File: src/rtl/multicycle_ctrl.sv
// Multi-cycle FETCH/DECODE/EXEC/MEM/WB sequencer for the RISC-V core.
// Drives a shared datapath and a single-ported unified memory.
module multicycle_ctrl (
    input  logic       clk,
    input  logic       rst,
    input  logic [4:0] op,
    input  logic       mem_ready,
    output logic       mem_req,
    output logic       mem_we,
    output logic       addr_sel,
    output logic       ir_write,
    output logic       pc_write,
    output logic       branch,
    output logic       alu_src,
    output logic [1:0] alu_op,
    output logic       mem_to_reg,
    output logic       reg_write,
    output logic       retire,
    output logic       halted,
    output logic       illegal
);

    typedef enum logic [2:0] {
        S_FETCH, S_DECODE, S_EXEC, S_MEM, S_WB, S_HALT
    } state_t;

    typedef enum logic [2:0] {
        C_NONE, C_LOAD, C_STORE, C_ARI, C_ARR, C_BR
    } cls_t;

    state_t     state, state_nxt;
    cls_t       cls, cls_nxt, op_cls;
    logic       op_sys;
    logic       illegal_q, illegal_nxt;
    logic [1:0] alu_op_nxt;
    logic       mem_req_q, mem_we_q, addr_sel_q, branch_q, alu_src_q;
    logic [1:0] alu_op_q;
    logic       mem_to_reg_q, reg_write_q, retire_q, halted_q;

    always_comb begin
        op_cls = C_NONE;
        op_sys = 1'b0;
        case (op)
            5'b00000: op_cls = C_LOAD;
            5'b01000: op_cls = C_STORE;
            5'b00100: op_cls = C_ARI;
            5'b01100: op_cls = C_ARR;
            5'b11000: op_cls = C_BR;
            5'b11100: op_sys = 1'b1;
            default:  ;
        endcase
    end

    always_comb begin
        state_nxt   = state;
        cls_nxt     = cls;
        illegal_nxt = illegal_q;
        case (state)
            S_FETCH:  if (mem_ready) state_nxt = S_DECODE;
            S_DECODE: begin
                cls_nxt = op_cls;
                if (op_cls != C_NONE) begin
                    state_nxt = S_EXEC;
                end else begin
                    state_nxt   = S_HALT;
                    illegal_nxt = !op_sys;
                end
            end
            S_EXEC: begin
                case (cls)
                    C_LOAD, C_STORE: state_nxt = S_MEM;
                    C_BR:            state_nxt = S_FETCH;
                    default:         state_nxt = S_WB;
                endcase
            end
            S_MEM:    if (mem_ready) state_nxt = (cls == C_STORE) ? S_FETCH : S_WB;
            S_WB:     state_nxt = S_FETCH;
            S_HALT:   state_nxt = S_HALT;
            default:  state_nxt = S_FETCH;
        endcase
    end

    always_comb begin
        alu_op_nxt = 2'b00;
        if (state_nxt == S_EXEC) begin
            case (cls_nxt)
                C_ARI:   alu_op_nxt = 2'b11;
                C_ARR:   alu_op_nxt = 2'b10;
                C_BR:    alu_op_nxt = 2'b01;
                default: alu_op_nxt = 2'b00;
            endcase
        end
    end

    // Moore strobes are registered from the next state so they are valid
    // from the first cycle of each state without a decode stage.
    always_ff @(posedge clk) begin
        if (rst) begin
            state        <= S_FETCH;
            cls          <= C_NONE;
            illegal_q    <= 1'b0;
            mem_req_q    <= 1'b1;
            mem_we_q     <= 1'b0;
            addr_sel_q   <= 1'b0;
            branch_q     <= 1'b0;
            alu_src_q    <= 1'b0;
            alu_op_q     <= 2'b00;
            mem_to_reg_q <= 1'b0;
            reg_write_q  <= 1'b0;
            retire_q     <= 1'b0;
            halted_q     <= 1'b0;
        end else begin
            state        <= state_nxt;
            cls          <= cls_nxt;
            illegal_q    <= illegal_nxt;
            mem_req_q    <= (state_nxt == S_FETCH) || (state_nxt == S_MEM);
            mem_we_q     <= (state_nxt == S_MEM) && (cls_nxt == C_STORE);
            addr_sel_q   <= (state_nxt == S_MEM);
            branch_q     <= (state_nxt == S_EXEC) && (cls_nxt == C_BR);
            alu_src_q    <= (state_nxt == S_EXEC) &&
                            (cls_nxt inside {C_LOAD, C_STORE, C_ARI});
            alu_op_q     <= alu_op_nxt;
            mem_to_reg_q <= (state_nxt == S_WB) && (cls_nxt == C_LOAD);
            reg_write_q  <= (state_nxt == S_WB);
            retire_q     <= (state_nxt == S_WB) ||
                            ((state_nxt == S_EXEC) && (cls_nxt == C_BR));
            halted_q     <= (state_nxt == S_HALT);
        end
    end

    // Everything is forced low while rst is asserted, even mid-handshake.
    assign mem_req    = mem_req_q    & ~rst;
    assign mem_we     = mem_we_q     & ~rst;
    assign addr_sel   = addr_sel_q   & ~rst;
    assign branch     = branch_q     & ~rst;
    assign alu_src    = alu_src_q    & ~rst;
    assign alu_op     = alu_op_q     & {2{~rst}};
    assign mem_to_reg = mem_to_reg_q & ~rst;
    assign reg_write  = reg_write_q  & ~rst;
    assign halted     = halted_q     & ~rst;
    assign illegal    = illegal_q    & ~rst;
    assign ir_write   = ~rst & (state == S_FETCH) & mem_ready;
    assign pc_write   = ~rst & (state == S_FETCH) & mem_ready;
    assign retire     = ~rst & (retire_q |
                        ((state == S_MEM) & (cls == C_STORE) & mem_ready));

endmodule

File: config.mk
export PLATFORM = sky130hd
export DESIGN_NAME = multicycle_ctrl
export DESIGN_NICKNAME = d
export VERILOG_FILES = /design/src/rtl/multicycle_ctrl.sv
export SDC_FILE = /design/constraint.sdc
export NUM_CORES = 1
export LEC_CHECK = 0
export BUFFER_PORTS_ARGS = -buffer_cell sky130_fd_sc_hd__buf_2
export CORE_MARGIN = 8
export CORE_UTILIZATION = 53
export CTS_CLUSTER_DIAMETER = 60
export DETAILED_ROUTE_END_ITERATION = 10
export PLACE_DENSITY_LB_ADDON = 0.25
export SYNTH_ARGS = -nofsm -noshare
export SYNTH_HDL_FRONTEND = slang
export SYNTH_SLANG_ARGS = --single-unit
File: constraint.sdc
create_clock -name clk -period 3.8 [get_ports clk]
set_input_delay 0.38 -clock clk [delete_from_list [all_inputs] [get_ports clk]]
set_output_delay 0.38 -clock clk [all_outputs]
set_load 0.03 [all_outputs]
# Word level (Yosys, flattened, before mapping)
# Cells that the tools add are included.
dict set report word_totals {
  ff_bits 18
  output_inout_bits 14
  wordCells 78
}
dict set report classes {
  n_eq_ne 21
  mux 10
  bitwise 19
  n_reduce_logical 15
}
# op n
set ops {}
lappend ops {{one-hot mux 3 bit (5 select lines)} 2}
lappend ops {{== test 3 x 2 -> 1 bit (second input constant)} 7}
lappend ops {{== test 3 bit (second input constant)} 6}
lappend ops {{two-way mux 3 bit} 5}
lappend ops {{AND 1 bit} 14}
lappend ops {{== test 5 x 4 -> 1 bit (second input constant)} 2}
lappend ops {{== test 5 bit (second input constant)} 2}
lappend ops {{== test 3 x 1 -> 1 bit (second input constant)} 3}
lappend ops {{zero test 3 bit} 2}
lappend ops {{one-hot mux 2 bit (3 select lines)} 1}
lappend ops {{one-hot mux 3 bit (2 select lines)} 1}
lappend ops {{nonzero test 3 bit} 2}
lappend ops {{== test 5 x 3 -> 1 bit (second input constant)} 1}
lappend ops {{zero test 5 bit} 1}
lappend ops {{logical AND 1 bit} 4}
lappend ops {{OR reduction 2 bit} 2}
lappend ops {{inverter 1 bit} 3}
lappend ops {{AND 2 bit} 1}
lappend ops {{logical OR 1 bit} 2}
lappend ops {{AND reduction 2 bit} 1}
lappend ops {{zero test 1 bit} 1}
lappend ops {{two-way mux 1 bit} 1}
lappend ops {{bitwise OR 1 bit} 1}

# Depth between registers and ports, before layout
dict set report depth {
  ltp_word 8
  mapped_depth 6
}

# Worst setup path after synthesis
# Ideal clock, no wire load.
dict set report synth_timing {
  path_type {in2out}
  startpoint {input rst}
  endpoint {output pc_write}
  arrival_ns 2.145
  required_time_ns 3.420
  setup_slack_ns 1.275
  cell_stages 4
  path_buffers 3
  cell_sequence {clkbuf_1 -> clkbuf_1 -> nor4_1 -> buf_4}
}
dict set report synth_between {
  elab_chain_cells 3
}
# element line
set synth_lines {}
lappend synth_lines {{start: declaration} 5} ;# input logic rst,
lappend synth_lines {{inverter 1 bit} -}
lappend synth_lines {{AND 1 bit (2 in a row)} -}
lappend synth_lines {{end: declaration} 12} ;# output logic pc_write,
# No other way between the ends.

# Worst setup path in the final report
dict set report layout_timing {
  startpoint {register state[0]}
  endpoint {register alu_op_q[1]}
}
dict set report layout_between {
  elab_chain_cells 5
  elab_cells_between_ends 16
}
# element line
set layout_lines {}
lappend layout_lines {{start: declaration} 31} ;# state_t state, state_nxt;
lappend layout_lines {{start signal: assignment} 113} ;# state <= state_nxt;
lappend layout_lines {{== test 3 bit, or another cell as far along} 58} ;# case (state)
lappend layout_lines {{one-hot mux 3 bit (5 select lines)} 58}
lappend layout_lines {{== test 3 x 2 -> 1 bit} 85} ;# if (state_nxt == S_EXEC) begin
lappend layout_lines {{inverter 1 bit (no line)} -}
lappend layout_lines {{OR reduction 2 bit (no line)} -}
lappend layout_lines {{end signal: assignment} 122} ;# alu_op_q <= alu_op_nxt;
lappend layout_lines {{end: declaration} 37} ;# logic [1:0] alu_op_q;
# Several ways; a longest one is shown, not always the timed one.
# A chain may end at the register's enable or synchronous reset.

==> reports/qor.txt <==
share of flip-flops with an asynchronous set or reset after synthesis = 0%
peak supply drop = 0.194 mV
Synth cell types = 41
cell internal pwr = 0.277 mW
met2 track utilization from global routing = 20.6%
clock input transition at the sequential cells of the worst setup and hold paths = 0.11 ns
number of clock sinks = 18
Core Util, Final = 63.8%
most used routing layer = met2
critical path buffer and inverter count = 0
first-pass GRT wire length = 3310 um
cells along the critical path = or3b_4, nor2_2, a32oi_2, or3_1, a21oi_2
number of synthesized flops with an enable pin = 0
final sum of negative setup slack = 0 ns
Die Ht = 58.4 um
type of the worst setup path = reg2reg
Seq cells post-synth = 18
total wirelength of the detailed-routed design = 1980 um
data arrival time of the critical path = 2.18 ns
Final Hold Violating Endpoints = 0
power after layout = 0.386 mW
sequential standard cell area = 360 um^2
largest cells by area after synthesis = sky130_fd_sc_hd__dfxtp_1 (38%), sky130_fd_sc_hd__nor2b_1 (8.5%), sky130_fd_sc_hd__nand2_1 (3.5%)
top cell type by total area after synthesis = sky130_fd_sc_hd__dfxtp_1
CP top delay family = simple AND/OR/NAND/NOR gates
area of combinational cells with multiple inputs = 538 um^2
ratio of total power to cell area = 354 nW/um^2
Critical Path Sink Type = flip-flop
mapped cell area = 952 um^2
number of filler cells placed in the layout = 168
GR Util All Layers = 12.2%
type of the tightest min-delay check = in2reg
antenna violations before repair = 0
post-synth net total = 118
kind of start point of the critical path = flip-flop
switching share of power = 28.2%
Synth Warn # = 0
Port Buffers = 21
area of all placed cells without fillers = 1090 um^2
dpl cells = 150
DRC violation count after routing = 0
Min Clock Period, post-route = 1.94 ns
ant diodes = 0
vias in the first global route = 749
Crit path largest cell delay = 0.48 ns
number of detailed-route iterations in the first pass = 4
setup repair after global routing missed its margin = no
initial core utilization = 55.8%
synth-to-layout area growth = 14.5%
GR Layer Usage met1 = 14.2%
total congestion overflow = 0
top cell types by occurrence after synthesis = sky130_fd_sc_hd__dfxtp_1 (18), sky130_fd_sc_hd__nor2b_1 (13), sky130_fd_sc_hd__nand2_1 (9), sky130_fd_sc_hd__nor2_1 (9)
Avg WL per Cell = 12.9 um
final max-slew violation count = 0
final std cells w/o fill = 154
# Post-CTS Setup Buffers = 0
pin count of the biggest net entering global routing = 20
global routing met3 resource utilization = 2.39%
measured slew at the worst slew-check pin = 0.615 ns
hold buffer count at CTS = 0
area of placed instances = 1050 um^2
CTS Buffer Depth = 2
most frequently used cell type in the post-synthesis netlist = sky130_fd_sc_hd__dfxtp_1
via total after detailed routing = 818
share of total power in the clock network = 31.3%
final weighted congestion of routability-driven global placement = 0.867
outcome = complete, no violations
max-slew headroom at the worst pin = 58.5%
area fraction of the dominant cell type after synthesis = 37.8%
setup violation total in the final timing report = 0
relative contribution of sequential cells to total power = 51.6%
core area = 1710 um^2
Sw Pwr = 0.109 mW
die outline area = 3410 um^2
share of post-route cells with drive strength above 1 = 28.7%
number of instances in the synthesized netlist = 110
Root Buffer Master = sky130_fd_sc_hd__clkbuf_4
period utilisation layout = 51.2%
top flip-flop cell by instance count after synthesis = sky130_fd_sc_hd__dfxtp_1
insertion delay of the later-clocked pin in the worst-skew pair = 0.31 ns
Lkg Pwr = 0.515 nW
htree depth = 1
worst-case clock skew = 0.0144 ns
worst slack, placed = 1.83 ns
fmax = 514 MHz
net count reported at finish = 138
TritonCTS clock tree = built
number of cell rows = 15
number of CTS-inserted buffers = 3
highest fanout seen on the critical path = 11
combinational share of power = 17.1%
ports placed on the boundary = 22
die outline width = 58.4 um
slowest cell on the critical path = sky130_fd_sc_hd__or3b_4
number of DRC violations after detailed-routing iteration 0 = 20
half-perimeter wire length of the detailed placement result = 1500 um
least setup slack across all paths after layout = 1.86 ns
MaxCap Viol Count = 0
detail-routed via count per cell = 5.31
sequential fraction of the synthesis area = 37.8%
PostCTS Resize Cnt = 0
antenna-violating nets left = 0
average cell area after synthesis = 8.66 um^2
Req. time, crit path = 4.04 ns
Worst Hold Margin = 0.435 ns
[state kept, by name (all words and copies together), names as in the netlist]
signal and cells:
mem_req_q 1, cls 3, retire_q 1, alu_op_q 2, halted_q 1, branch_q 1
addr_sel_q 1, mem_we_q 1, illegal_q 1, state 3, reg_write_q 1, mem_to_reg_q 1
alu_src_q 1
[layout by cell type, fill, tap and decap left out, drive strengths merged, types with 2 or more instances in the layout]
master / Yosys / final
a211oi: 2 / 2
a21oi: 7 / 7
a22o: 3 / 3
a22oi: 2 / 2
buf: 3 / 21
clkbuf: 3 / 4
dfxtp: 18 / 18
inv: 5 / 5
nand2: 9 / 9
nand2b: 2 / 2
nand3: 4 / 4
nor2: 10 / 10
nor2b: 13 / 13
nor3: 5 / 5
o21ai: 3 / 3
xor2: 3 / 3
[path summary, 6_finish.rpt]
kind	from	endpoint	slack, ns	cells past startpoint
setup / recovery	state[0]	alu_op_q[1]	1.86	5
hold / removal	rst	state[0]	0.44	2
setup reg to reg	state[0]	alu_op_q[1]	1.86	5
hold reg to reg	illegal_q	illegal_q	0.49	2
[layout make-up]
type                            instances  share of cell area (%)
Tap cell                               25                    2.87
Sequential cell                        18                    33.1
Multi-Input combinational cell         81                    49.4
Timing Repair Buffer                   21                    9.64
Inverter                                5                    1.72
Clock buffer                            4                    3.33
[cell families after synthesis]
family | after synthesis | synth area share, %
AOI/OAI and AO/OA | 24 | 21.4
DFF | 18 | 37.8
xor gates and xnor gates | 4 | 3.68
muxes | 1 | 1.05
buffers and inverters | 11 | 5.65
and+or+nand+nor | 52 | 30.4
[power groups by stage]
stage	registers (mW)	clock network, mW	logic, mW
CTS	0.199	0.125	0.0657
global route	0.200	0.131	0.0721
detailed placement	0.204	0	0.0654
finish	0.199	0.121	0.0660
floorplan	0.202	0	0.0541
global placement	0.204	0	0.0642
[routing by layer]
| layer | wire (um) | part of all wire [%] | vias up |
|---|---|---|---|
| li1 | - | - | 422 |
| met1 | 884 | 45 | 370 |
| met2 | 942 | 48 | 24 |
| met3 | 127 | 6.4 | 2 |
| met4 | 28 | 1.4 | 0 |
| met5 | 0 | 0 | - |
Note: power is estimated with default switching activity, not from simulation.
